File: src/rtl/ps2_pkg.sv
// Shared constants and frame-FSM encoding for the PS/2 keyboard input stage.
package ps2_pkg;

  localparam int unsigned BYTE_W = 8;

  localparam logic [BYTE_W-1:0] PS2_BREAK = 8'hF0;
  localparam logic [BYTE_W-1:0] PS2_EXT   = 8'hE0;

  localparam logic [BYTE_W-1:0] KEY_LEFT  = 8'h6B;
  localparam logic [BYTE_W-1:0] KEY_RIGHT = 8'h74;
  localparam logic [BYTE_W-1:0] KEY_UP    = 8'h75;
  localparam logic [BYTE_W-1:0] KEY_DOWN  = 8'h72;

  typedef enum logic [1:0] {
    ST_IDLE   = 2'd0,
    ST_DATA   = 2'd1,
    ST_PARITY = 2'd2,
    ST_STOP   = 2'd3
  } frame_state_e;

endpackage

File: src/rtl/ps2_frame_rx.sv
// PS/2 line conditioning and 11-bit frame receiver: synchronise, filter the
// clock, deframe on its falling edge and abort frames that stall.
module ps2_frame_rx
  import ps2_pkg::*;
#(
  parameter int unsigned FILTER_LEN     = 8,
  parameter int unsigned TIMEOUT_CYCLES = 100000
) (
  input  logic              clk,
  input  logic              rst,
  input  logic              ps2_clk,
  input  logic              ps2_data,
  output logic              byte_valid,
  output logic [BYTE_W-1:0] byte_data,
  output logic              frame_err
);

  localparam int unsigned FW = 8;
  localparam int unsigned TW = $clog2(TIMEOUT_CYCLES + 1);

  logic              clk_s1_q, clk_s2_q, data_s1_q, data_s2_q;
  logic              filt_clk_q, filt_clk_d;
  logic [FW-1:0]     filt_cnt_q, filt_cnt_d;
  logic              fall_q, fall_d;
  frame_state_e      state_q, state_d;
  logic [2:0]        bit_cnt_q, bit_cnt_d;
  logic [BYTE_W-1:0] shift_q, shift_d;
  logic              parity_q, parity_d;
  logic [TW-1:0]     idle_cnt_q, idle_cnt_d;
  logic              byte_valid_q, byte_valid_d;
  logic [BYTE_W-1:0] byte_data_q, byte_data_d;
  logic              frame_err_q, frame_err_d;

  // Idle PS/2 lines are high, so the synchronisers reset to 1.
  always_ff @(posedge clk or posedge rst) begin
    if (rst) begin
      clk_s1_q  <= 1'b1;
      clk_s2_q  <= 1'b1;
      data_s1_q <= 1'b1;
      data_s2_q <= 1'b1;
    end else begin
      clk_s1_q  <= ps2_clk;
      clk_s2_q  <= clk_s1_q;
      data_s1_q <= ps2_data;
      data_s2_q <= data_s1_q;
    end
  end

  always_comb begin
    filt_clk_d = filt_clk_q;
    filt_cnt_d = '0;
    if (clk_s2_q != filt_clk_q) begin
      if (filt_cnt_q == FW'(FILTER_LEN - 1)) begin
        filt_clk_d = clk_s2_q;
      end else begin
        filt_cnt_d = filt_cnt_q + FW'(1);
      end
    end
    fall_d = filt_clk_q & ~filt_clk_d;
  end

  always_comb begin
    state_d      = state_q;
    bit_cnt_d    = bit_cnt_q;
    shift_d      = shift_q;
    parity_d     = parity_q;
    idle_cnt_d   = idle_cnt_q;
    byte_valid_d = 1'b0;
    byte_data_d  = byte_data_q;
    frame_err_d  = 1'b0;

    unique case (state_q)
      ST_IDLE: begin
        idle_cnt_d = '0;
        if (fall_q && !data_s2_q) begin
          state_d   = ST_DATA;
          bit_cnt_d = '0;
        end
      end
      ST_DATA: begin
        if (fall_q) begin
          shift_d   = {data_s2_q, shift_q[BYTE_W-1:1]};
          bit_cnt_d = bit_cnt_q + 3'd1;
          if (bit_cnt_q == 3'd7) state_d = ST_PARITY;
        end
      end
      ST_PARITY: begin
        if (fall_q) begin
          parity_d = data_s2_q;
          state_d  = ST_STOP;
        end
      end
      ST_STOP: begin
        if (fall_q) begin
          if (data_s2_q && (^{shift_q, parity_q})) begin
            byte_valid_d = 1'b1;
            byte_data_d  = shift_q;
          end else begin
            frame_err_d = 1'b1;
          end
          state_d = ST_IDLE;
        end
      end
      default: state_d = ST_IDLE;
    endcase

    // A strobe in the expiry cycle wins over the timeout.
    if (state_q != ST_IDLE) begin
      if (fall_q) begin
        idle_cnt_d = '0;
      end else if (idle_cnt_q == TW'(TIMEOUT_CYCLES - 1)) begin
        state_d     = ST_IDLE;
        idle_cnt_d  = '0;
        frame_err_d = 1'b1;
      end else begin
        idle_cnt_d = idle_cnt_q + TW'(1);
      end
    end
  end

  always_ff @(posedge clk or posedge rst) begin
    if (rst) begin
      filt_clk_q   <= 1'b1;
      filt_cnt_q   <= '0;
      fall_q       <= 1'b0;
      state_q      <= ST_IDLE;
      bit_cnt_q    <= '0;
      shift_q      <= '0;
      parity_q     <= 1'b0;
      idle_cnt_q   <= '0;
      byte_valid_q <= 1'b0;
      byte_data_q  <= '0;
      frame_err_q  <= 1'b0;
    end else begin
      filt_clk_q   <= filt_clk_d;
      filt_cnt_q   <= filt_cnt_d;
      fall_q       <= fall_d;
      state_q      <= state_d;
      bit_cnt_q    <= bit_cnt_d;
      shift_q      <= shift_d;
      parity_q     <= parity_d;
      idle_cnt_q   <= idle_cnt_d;
      byte_valid_q <= byte_valid_d;
      byte_data_q  <= byte_data_d;
      frame_err_q  <= frame_err_d;
    end
  end

  assign byte_valid = byte_valid_q;
  assign byte_data  = byte_data_q;
  assign frame_err  = frame_err_q;

endmodule

File: src/rtl/ps2_key_decoder.sv
// PS/2 make/break decoder: tracks the currently held key for the game logic;
// the last key pressed wins and key_code reads 00 when nothing is held.
module ps2_key_decoder
  import ps2_pkg::*;
#(
  parameter int unsigned FILTER_LEN     = 8,
  parameter int unsigned TIMEOUT_CYCLES = 100000
) (
  input  logic              clk,
  input  logic              rst,
  input  logic              ps2_clk,
  input  logic              ps2_data,
  output logic [BYTE_W-1:0] key_code,
  output logic              key_ext,
  output logic              key_valid,
  output logic              frame_err
);

  logic              rx_valid;
  logic [BYTE_W-1:0] rx_byte;
  logic              rx_err;

  logic [BYTE_W-1:0] key_code_q, key_code_d;
  logic              key_ext_q, key_ext_d;
  logic              key_valid_q, key_valid_d;
  logic              brk_q, brk_d;
  logic              ext_q, ext_d;

  ps2_frame_rx #(
    .FILTER_LEN    (FILTER_LEN),
    .TIMEOUT_CYCLES(TIMEOUT_CYCLES)
  ) u_frame_rx (
    .clk       (clk),
    .rst       (rst),
    .ps2_clk   (ps2_clk),
    .ps2_data  (ps2_data),
    .byte_valid(rx_valid),
    .byte_data (rx_byte),
    .frame_err (rx_err)
  );

  always_comb begin
    key_code_d  = key_code_q;
    key_ext_d   = key_ext_q;
    key_valid_d = 1'b0;
    brk_d       = brk_q;
    ext_d       = ext_q;

    if (rx_err) begin
      brk_d = 1'b0;
      ext_d = 1'b0;
    end else if (rx_valid) begin
      if (rx_byte == PS2_EXT) begin
        ext_d = 1'b1;
      end else if (rx_byte == PS2_BREAK) begin
        brk_d = 1'b1;
      end else if (brk_q) begin
        // Releasing a key that is not the held one leaves the held key alone.
        if ((rx_byte == key_code_q) && (ext_q == key_ext_q)) begin
          key_code_d = '0;
          key_ext_d  = 1'b0;
        end
        brk_d = 1'b0;
        ext_d = 1'b0;
      end else begin
        key_code_d  = rx_byte;
        key_ext_d   = ext_q;
        key_valid_d = 1'b1;
        ext_d       = 1'b0;
      end
    end
  end

  always_ff @(posedge clk or posedge rst) begin
    if (rst) begin
      key_code_q  <= '0;
      key_ext_q   <= 1'b0;
      key_valid_q <= 1'b0;
      brk_q       <= 1'b0;
      ext_q       <= 1'b0;
    end else begin
      key_code_q  <= key_code_d;
      key_ext_q   <= key_ext_d;
      key_valid_q <= key_valid_d;
      brk_q       <= brk_d;
      ext_q       <= ext_d;
    end
  end

  assign key_code  = key_code_q;
  assign key_ext   = key_ext_q;
  assign key_valid = key_valid_q;
  assign frame_err = rx_err;

endmodule

File: config.mk
export PLATFORM = sky130hd
export DESIGN_NAME = ps2_key_decoder
export DESIGN_NICKNAME = d
export VERILOG_FILES = /design/src/rtl/ps2_pkg.sv /design/src/rtl/ps2_frame_rx.sv /design/src/rtl/ps2_key_decoder.sv
export SDC_FILE = /design/constraint.sdc
export NUM_CORES = 1
export LEC_CHECK = 0
export ABC_AREA = 1
export CAP_MARGIN = 10
export CORE_AREA = 2 2 79 88
export DETAILED_ROUTE_END_ITERATION = 7
export DIE_AREA = 0 0 81 90
export GPL_TIMING_DRIVEN = 0
export PLACE_DENSITY = 0.79
export SKIP_CTS_REPAIR_TIMING = 1
export SLEW_MARGIN = 20
export SYNTH_ARGS = -nofsm -noshare
export SYNTH_HDL_FRONTEND = slang
export SYNTH_SLANG_ARGS = --single-unit
export TNS_END_PERCENT = 50
File: constraint.sdc
create_clock -name clk -period 2 [get_ports clk]
set_input_delay 0.3 -clock clk [delete_from_list [all_inputs] [get_ports clk]]
set_output_delay 0.3 -clock clk [all_outputs]
set_load 0.005 [all_outputs]
==> results of run 1 <==
-- final timing paths --
check / from / slack (ns) / cells after the start / endpoint
setup / recovery: u_frame_rx.idle_cnt_q[0] / 0.34 / 7 / u_frame_rx.idle_cnt_q[8]
hold / removal: rst / 0.30 / 2 / u_frame_rx.idle_cnt_q[0]
setup reg to reg: u_frame_rx.idle_cnt_q[0] / 0.34 / 7 / u_frame_rx.idle_cnt_q[8]
hold reg to reg: u_frame_rx.clk_s1_q / 0.36 / 0 / u_frame_rx.clk_s2_q
max in group asynchronous: rst / 1.18 / 3 / u_frame_rx.byte_data[4]
min in group clk: ps2_clk / 0.35 / 1 / u_frame_rx.clk_s1_q
-- per-stage QoR --
step / instances / setup TNS [ns] / instance area [um2] / setup slack, ns
6_report: 505 / 0 / 3820 / 0.336
5_1_grt: 505 / 0 / 3820 / 0.158
3_5_place_dp: 489 / 0 / 3630 / 0.374
2_1_floorplan: 392 / 0 / 3360 / 0.0251
4_1_cts: 505 / 0 / 3820 / 0.358
3_3_place_gp: 488 / -68.62 / 3600 / -1.07
-- power breakdown --
group          leakage, nW  internal, mW  switching (mW)  total (mW)
combinational        0.854         0.119           0.199       0.318
clock               0.0950         0.570           0.527        1.10
sequential           0.897          1.47          0.0764        1.54
total                 1.85          2.16           0.803        2.96
-- per-layer routing --
layer	vias up	track usage, %	wire (um)	part of all wire, %
li1	1311	-	-	-
met2	36	30.7	3010	50
met4	0	7.91	111	1.8
met5	-	0	0	0
met1	1220	22.5	2740	45
met3	10	4.22	179	3.0
-- worst register-to-register path: stages (launching register included) --
cell	delay, ns
dfrtp_1	0.39
ha_1	0.18
nand2_1	0.10
nor2_1	0.29
nand3_1	0.17
nand2_1	0.16
buf_4	0.18
nor3_1	0.07
-- flip-flops by register name, summed over array words and instances (netlist names) --
register / count
u_frame_rx.data_s1_q: 1
key_ext: 1
u_frame_rx.clk_s2_q: 1
u_frame_rx.parity_q: 1
u_frame_rx.fall_q: 1
u_frame_rx.frame_err: 1
u_frame_rx.bit_cnt_q: 3
u_frame_rx.filt_clk_q: 1
u_frame_rx.data_s2_q: 1
brk_q: 1
u_frame_rx.clk_s1_q: 1
u_frame_rx.byte_valid: 1
key_valid: 1
u_frame_rx.byte_data: 8
ext_q: 1
u_frame_rx.idle_cnt_q: 17
u_frame_rx.filt_cnt_q: 8
u_frame_rx.shift_q: 8
u_frame_rx.state_q: 2
key_code: 8
-- logic make-up (layout without fill, tap and decap cells) --
logic type | after synthesis | count (layout) | synth area share [%]
compound gates | 40 | 40 | 6.37
xor+xnor | 18 | 18 | 4.91
fa+ha+maj | 4 | 4 | 1.49
buf+inv | 49 | 80 | 5.66
flops | 67 | 67 | 50.1
mux | 2 | 2 | 0.670
simple gates | 212 | 212 | 30.8
-- area by class of cell --
| cell class | count | share of cell area (%) |
|---|---|---|
| plain buffers | 4 | 0.557 |
| repair buffers | 15 | 4.19 |
| multi-input cells | 276 | 39.0 |
| clock inverters | 7 | 1.80 |
| clock buffers | 9 | 3.24 |
| inverters | 45 | 4.49 |
| flip-flops and latches | 67 | 44.1 |
| well taps | 82 | 2.69 |
-- cells in the mapped netlist (all sizes together) --
library cell	number
xnor2	5
nor3b	3
inv	44
nand4	5
a21oi	15
nor3	18
nor2	40
nand3	31
ha	4
buf	3
dfstp	5
nand2	110
and2	1
o21ai	20
and3	1
a31oi	2
or2	1
clkinv	1
nor4	2
xor2	13
clkbuf	1
mux2	2
o21a	1
a211oi	2
dfrtp	62
==> results by group, run 1 <==
Clock network
  – Clock Pin Slew Worst Setup and Hold Paths: 0.08 ns
  – Cts bufs inserted: 9
  – Clock Root Buffer: clkbuf_8
  – H-tree depth: 3
  – Clock Tree Buf Depth: 2
  – Skew-Pair Late Insertion Delay: 0.35 ns
  – TritonCTS clock tree: built
  – Clock Sinks: 67

Finish
  – Area of the multi-input gates: 0.00149 mm2
  – Area delta synth->final: 13.6%
  – Antenna diodes: 0
  – Commonest cells after routing, fill and taps aside: nand2_1 (98), dfrtp_1 (62), nor2_1 (35), inv_1 (35), nand3_1 (29)
  – Share of layout cells above drive strength 1: 14.9%
  – Fin nets: 426
  – FF+latch area: 0.00168 mm2
  – Fill count: 566
  – Final core occ: 59.3%
  – Commonest non-fill, non-tap cell in the layout: nand2_1

Pwr
  – Leak: 1.85 nW
  – Peak supply drop: 0.543 mV
  – PD cells: 775 mW/mm2
  – Overall Power: 2.96 mW

Synthesis
  – Mapped cell area: 0.00336 mm2
  – #FFs+latches synth: 67
  – Synth top area share: 46.2%
  – Dominant cell type by area after synthesis: dfrtp_1
  – Post-synth cell types: 37
  – Mapped Nets: 400
  – Seq/Total Area, Yosys: 50.1%
  – Synthesized area per cell: 8.57 um2
  – Yosys warns: 0
  – Cell count after synthesis: 392
  – Synth area leaders: dfrtp_1 (46%), nand2_1 (11%), nand3_1 (4.3%), inv_1 (4.0%), dfstp_2 (3.9%)

Worst setup path
  – CP Class: register to register
  – Crit path largest cell delay: 0.39 ns
  – Crit path cell chain: ha_1 > nand2_1 > nor2_1 > nand3_1 > nand2_1 > buf_4 > nor3_1
  – Crit path capture type: register
  – CP required: 2.23 ns
  – Startpoint Class: register
  – CP delay by family, top: simple AND/OR/NAND/NOR gates
  – WP data arrival: 1.89 ns
  – Critical path buffers and inverters: 1
  – Top cell by count, worst path: nand2_1
  – CP max-delay cell: dfrtp_1
  – Critical path peak fanout: 10

Floorplan
  – Initial core utilization: 52.2%
  – Die H: 90 um
  – Die Wd: 81 um
  – Site Rows: 31
  – Ports: 15
  – Die area: 0.00729 mm2
  – Core Box Area: 0.00644 mm2

STA
  – Slew Limit Fails: 0
  – Setup Skew: 0.0156 ns
  – Fin crit share: 83.2%
  – Endpoints failing hold: 0
  – Worst-margin pin slew: 0.433 ns
  – Final min period: 1.66 ns
  – Slew Limit Headroom: 71.2%
  – Fmax: 601 MHz
  – Fin Hold WS: 0.303 ns
  – RSZ-0062 raised after global routing: false
  – Final setup fails: 0

Global route
  – Vias in the first global route: 2467
  – Overall Global Routing Usage: 18.4%
  – First-pass GRT wire length: 10600 um
  – Gr ovfl total: 0
  – Largest net degree at the start of global routing: 36
  – Initial antenna violation count: 0

Status
  – Status: finished clean

Drt
  – # DRC: 0
  – Initial drt markers: 120
  – Vias/cell: 5.10
  – WL/cell: 12.0 um
  – Detailed Routing Iterations Pass 1: 4
  – Final WL: 6050 um
  – Antenna Nets Post-Route: 0
  – Vias: 2577

Job
  – Max-capacitance violation count: 0

Place
  – I/O Buffers: 14
  – Placed wire-length estimate: 4450 um
  – Routability Congestion: 0.843

Min path
  – Worst hold path type: input pin to async pin
No activity file was read; power rests on OpenSTA's default activity.
==> run 2, diff against run 1 <==
==> constraint.sdc (replaced) <==
create_clock -name clk -period 1.5 [get_ports clk]
set_input_delay 0.225 -clock clk [delete_from_list [all_inputs] [get_ports clk]]
set_output_delay 0.225 -clock clk [all_outputs]
set_load 0.005 [all_outputs]
==> results by group, run 2 (synthesis results as in run 1) <==
Finish
  – Area delta synth->final: 21.7%
  – Commonest cells after routing, fill and taps aside: nand2_1 (91), dfrtp_1 (56), inv_1 (34)
  – Post-Layout Cell Count: 517
  – Largest Register: u_frame_rx.idle_cnt_q
  – Antenna diodes: 0
  – Share of layout cells above drive strength 1: 24.1%
  – Commonest non-fill, non-tap cell in the layout: nand2_1
  – Flip-flop count of the largest register after layout: 17
  – Fin nets: 440

Worst setup path
  – CP Class: register to register
  – WP data arrival: 1.80 ns
  – Critical Path Sink: u_frame_rx.idle_cnt_q[16]
  – Reg2Reg Setup Slack: -0.07 ns
  – Worst Setup SP: u_frame_rx.idle_cnt_q[5]
  – Critical path peak fanout: 4
  – Crit path capture type: register
  – Startpoint Class: register
  – CP max-delay cell: dfrtp_2
  – R2R depth: 7
  – Worst reg2reg path endpoint: u_frame_rx.idle_cnt_q[16]
  – Crit path largest cell delay: 0.42 ns
  – R2r startpoint: u_frame_rx.idle_cnt_q[5]
  – CP required: 1.73 ns
  – Crit path cell chain: inv_2 > nor3_2 > nand2_2 > nor3_4 > nand3_2 > o21ai_2 > inv_1

Clock network
  – Skew-Pair Late Insertion Delay: 0.34 ns
  – TritonCTS clock tree: built
  – Clock Pin Slew Worst Setup and Hold Paths: 0.07 ns
  – Clock Tree Buf Depth: 2
  – Cts bufs inserted: 9
  – Clock Sinks: 67
  – H-tree depth: 3
  – Clock Root Buffer: clkbuf_8

Global route
  – Vias in the first global route: 2525
  – Gr ovfl total: 0
  – Largest net degree at the start of global routing: 31
  – Overall Global Routing Usage: 18.5%
  – First-pass GRT wire length: 10600 um
  – Initial antenna violation count: 0

Drt
  – # DRC: 0
  – Detailed Routing Iterations Pass 1: 4
  – WL/cell: 12.2 um
  – Final WL: 6330 um
  – Antenna Nets Post-Route: 0
  – Vias/cell: 5.18
  – Initial drt markers: 175
  – Vias: 2680

Status
  – Failing checks: negative setup slack
  – Status: finished, violations left

Pwr
  – PD cells: 963 mW/mm2
  – Peak supply drop: 0.575 mV
  – Leak: 2.09 nW

Floorplan
  – Ports: 15
  – Core Box Area: 0.00644 mm2
  – Die area: 0.00729 mm2
  – Die H: 90 um
  – Initial core utilization: 52.2%
  – Site Rows: 31
  – Die Wd: 81 um

STA
  – Slew Limit Headroom: 69.1%
  – Slew Limit Fails: 0
  – Fmax: 636 MHz
  – PnR worst setup slack: -0.0719 ns
  – RSZ-0062 raised after global routing: true
  – Setup Skew: 0.00971 ns
  – Final min period: 1.57 ns
  – Endpoints failing hold: 0
  – Worst-margin pin slew: 0.462 ns
  – Fin crit share: 105%
  – Setup TNS: -0.0881 ns
  – Final setup fails: 2

Place
  – Routability Congestion: 0.839
  – Placed insts: 490
  – I/O Buffers: 14
  – Placed wire-length estimate: 4400 um

Min path
  – Worst hold path type: input pin to async pin

Job
  – Max-capacitance violation count: 0
==> run 2: changes by cell type in the layout (fill, tap and decap cells not counted), moves of 5 or more <==
cell and delta:
dfrtp_2 +6, dlymetal6s2s_1 +7, dfrtp_1 -6, nand2_1 -7, nor2_1 -5, nand2_2 +5, buf_4 +10, clkdlybuf4s50_1 -7
==> run 2: final cells by class <==
cell class / count / area [um2]
Buffer: 4 / 25.0
Multi-Input combinational cell: 276 / 1630
Clock inverter: 2 / 12.5
Sequential cell: 67 / 1690
Clock buffer: 12 / 155
Timing Repair Buffer: 29 / 303
Tap cell: 82 / 103
Inverter: 45 / 173
Fill cell: 546 / 2350
==> run 2: metrics by stage <==
| stage | area [um2] | utilization (%) | worst slack (ns) | hold WS (ns) | power, mW |
|---|---|---|---|---|---|
| finish | 4090 | 63.5 | -0.0719 | 0.198 | 3.94 |
| global placement | 3610 | 56.0 | -0.284 | 0.346 | 2.49 |
| floorplan | 3360 | - | 0.125 | 0.229 | 2.41 |
| CTS | 3810 | 59.2 | -0.112 | 0.204 | 3.82 |
| detailed placement | 3650 | 56.6 | -0.0966 | 0.348 | 2.52 |
| global route | 4090 | 63.5 | -0.184 | 0.230 | 4.17 |
==> run 2: where the power goes <==
part           switching (mW)  leakage (nW)  internal (mW)
combinational           0.327          1.11          0.230
clock                   0.619        0.0843          0.669
sequential              0.135         0.888           1.96
==> run 2: worst min-delay path by stage <==
stage / start / endpoint / slack, ns / depth (start not counted)
after global routing: rst / u_frame_rx.idle_cnt_q[2] / 0.23 / 2
after floorplan: ps2_clk / u_frame_rx.clk_s1_q / 0.23 / 0
after global placement: u_frame_rx.data_s1_q / u_frame_rx.data_s2_q / 0.35 / 0
after CTS: rst / u_frame_rx.idle_cnt_q[2] / 0.20 / 2
after detailed placement: u_frame_rx.clk_s1_q / u_frame_rx.clk_s2_q / 0.35 / 0
final: rst / u_frame_rx.idle_cnt_q[2] / 0.20 / 2
==> run 2: routing by layer <==
layer | GRT usage [%] | routed length [um] | vias to the layer above
li1 | - | - | 1343
met1 | 23.1 | 2780 | 1269
met2 | 29.8 | 3170 | 51
met3 | 2.91 | 180 | 17
met4 | 10.7 | 196 | 0
met5 | 0 | 0 | -
==> run 2: critical path, delay by kind of cell, from the launching register on <==
| family | cells | cell delay, ns |
|---|---|---|
| and+or+nand+nor | 4 | 0.79 |
| DFF | 1 | 0.42 |
| AOI/OAI and AO/OA | 1 | 0.15 |
| buffers and inverters | 2 | 0.11 |
==> run 3, diff against run 2 <==
--- a/config.mk
+++ b/config.mk
@@ -7,11 +7,12 @@
 export LEC_CHECK = 0
 export ABC_AREA = 1
 export CAP_MARGIN = 10
-export CORE_AREA = 2 2 79 88
+export CORE_AREA = 2 2 77 87
+export CTS_BUF_LIST = sky130_fd_sc_hd__clkbuf_4
 export DETAILED_ROUTE_END_ITERATION = 7
-export DIE_AREA = 0 0 81 90
+export DIE_AREA = 0 0 79 89
 export GPL_TIMING_DRIVEN = 0
-export PLACE_DENSITY = 0.79
+export PLACE_DENSITY = 0.81
 export SKIP_CTS_REPAIR_TIMING = 1
 export SLEW_MARGIN = 20
 export SYNTH_ARGS = -nofsm -noshare
==> results by group, run 3 (synthesis results as in run 1) <==
Status
  – Status: finished, violations left
  – Failing checks: negative setup slack

Place
  – Placed insts: 488
  – I/O Buffers: 14
  – Placed wire-length estimate: 4420 um
  – Routability Congestion: 0.829
  – Post-placement cell area: 0.00365 mm2
  – DP Worst Slack: -0.128 ns

Clock network
  – Cts bufs inserted: 9
  – Clock Sinks: 67
  – TritonCTS clock tree: built
  – Skew-Pair Late Insertion Delay: 0.41 ns
  – H-tree depth: 3
  – Clock Tree Buf Depth: 2
  – Clock Root Buffer: clkbuf_4
  – Clock Pin Slew Worst Setup and Hold Paths: 0.11 ns

STA
  – Setup Skew: 0.0181 ns
  – Fin Hold WS: 0.139 ns
  – PnR worst setup slack: -0.0941 ns
  – Slew Limit Headroom: 73.8%
  – Fmax: 627 MHz
  – Final min period: 1.59 ns
  – Final setup fails: 27
  – Fin crit share: 106%
  – Slew Limit Fails: 0
  – Setup TNS: -1.06 ns
  – Endpoints failing hold: 0
  – Worst-margin pin slew: 0.393 ns
  – RSZ-0062 raised after global routing: true

Drt
  – Detailed Routing Iterations Pass 1: 4
  – Vias/cell: 5.30
  – Initial drt markers: 137
  – WL/cell: 13.4 um
  – Antenna Nets Post-Route: 0
  – Final WL: 7020 um
  – # DRC: 0
  – Vias: 2783

Floorplan
  – Initial core utilization: 55.3%
  – Core Box Area: 0.00608 mm2
  – Die area: 0.00703 mm2
  – Ports: 15
  – Site Rows: 30
  – Die H: 89 um
  – Die Wd: 79 um

Finish
  – Fin nets: 448
  – Commonest cells after routing, fill and taps aside: nand2_1 (84), dfrtp_1 (53), inv_1 (34)
  – Antenna diodes: 0
  – Share of layout cells above drive strength 1: 29.7%
  – Post-Layout Cell Count: 525
  – Area delta synth->final: 26.5%
  – Final core occ: 69.9%
  – Commonest non-fill, non-tap cell in the layout: nand2_1
  – Largest Register: u_frame_rx.idle_cnt_q
  – Fill count: 434
  – Final instance area: 0.00425 mm2
  – Flip-flop count of the largest register after layout: 17

Worst setup path
  – Critical path buffers and inverters: 1
  – WP data arrival: 1.94 ns
  – Top cell by count, worst path: nand2_1
  – Startpoint Class: register
  – CP Class: register to register
  – CP required: 1.85 ns
  – Crit path largest cell delay: 0.44 ns
  – CP delay by family, top: simple AND/OR/NAND/NOR gates
  – CP max-delay cell: dfrtp_1
  – Crit path capture type: register
  – Critical path peak fanout: 5
  – Crit path cell chain: nand2_2 > nor3_2 > a31oi_1 > nand2_1 > nor2_4 > buf_4 > nand3_1 > nand2_1

Global route
  – Overall Global Routing Usage: 19.2%
  – First-pass GRT wire length: 10600 um
  – Gr ovfl total: 0
  – Vias in the first global route: 2570
  – Largest net degree at the start of global routing: 33
  – Initial antenna violation count: 0

Job
  – Max-capacitance violation count: 0

Pwr
  – PD cells: 955 mW/mm2
  – Overall Power: 4.06 mW
  – Peak supply drop: 0.615 mV
  – Leak: 2.23 nW

Min path
  – Worst hold path type: input pin to async pin
[run 3: cell count changes in the layout (fill, tap and decap cells not counted), moves of 4 or more]
cell / previous run / this run
clkbuf_4: 0 / 11
clkbuf_8: 11 / 0
buf_4: 11 / 20
nand2_1: 91 / 84
nand3_1: 26 / 20
nand3_2: 3 / 9
clkdlybuf4s50_1: 7 / 3
dlymetal6s2s_1: 7 / 11
nand2_4: 6 / 10
[run 3: area by class of cell]
class / instances / area, um2 / area share [%]
Multi-Input combinational cell: 276 / 1710 / 40.3
Sequential cell: 67 / 1690 / 39.9
Clock inverter: 5 / 77.6 / 1.83
Tap cell: 80 / 100 / 2.36
Buffer: 4 / 25.0 / 0.589
Timing Repair Buffer: 37 / 385 / 9.07
Inverter: 45 / 173 / 4.06
Clock buffer: 11 / 82.6 / 1.94
[run 3: worst paths after layout]
check / from / to / slack, ns / depth (start not counted)
setup / recovery: u_frame_rx.byte_data[6] / key_code[6] / -0.09 / 8
setup reg to reg: u_frame_rx.byte_data[6] / key_code[6] / -0.09 / 8
hold / removal: rst / key_code[0] / 0.14 / 2
min in group clk: ps2_data / u_frame_rx.data_s1_q / 0.22 / 1
max in group asynchronous: rst / u_frame_rx.filt_clk_q / 0.81 / 3
hold reg to reg: u_frame_rx.clk_s1_q / u_frame_rx.clk_s2_q / 0.36 / 0
[run 3: report_power, final]
group | leakage, nW | internal, mW | switching (mW)
sequential | 0.883 | 1.96 | 0.150
clock | 0.0885 | 0.709 | 0.624
combinational | 1.26 | 0.285 | 0.335
[run 3: layer usage]
layer / global-route usage (%) / part of all wire, % / routed length [um] / up-vias
li1: - / - / - / 1364
met1: 22.1 / 41 / 2900 / 1341
met2: 35.1 / 53 / 3710 / 67
met3: 4.34 / 4.0 / 279 / 11
met4: 7.21 / 1.8 / 125 / 0
met5: 0 / 0 / 0 / -
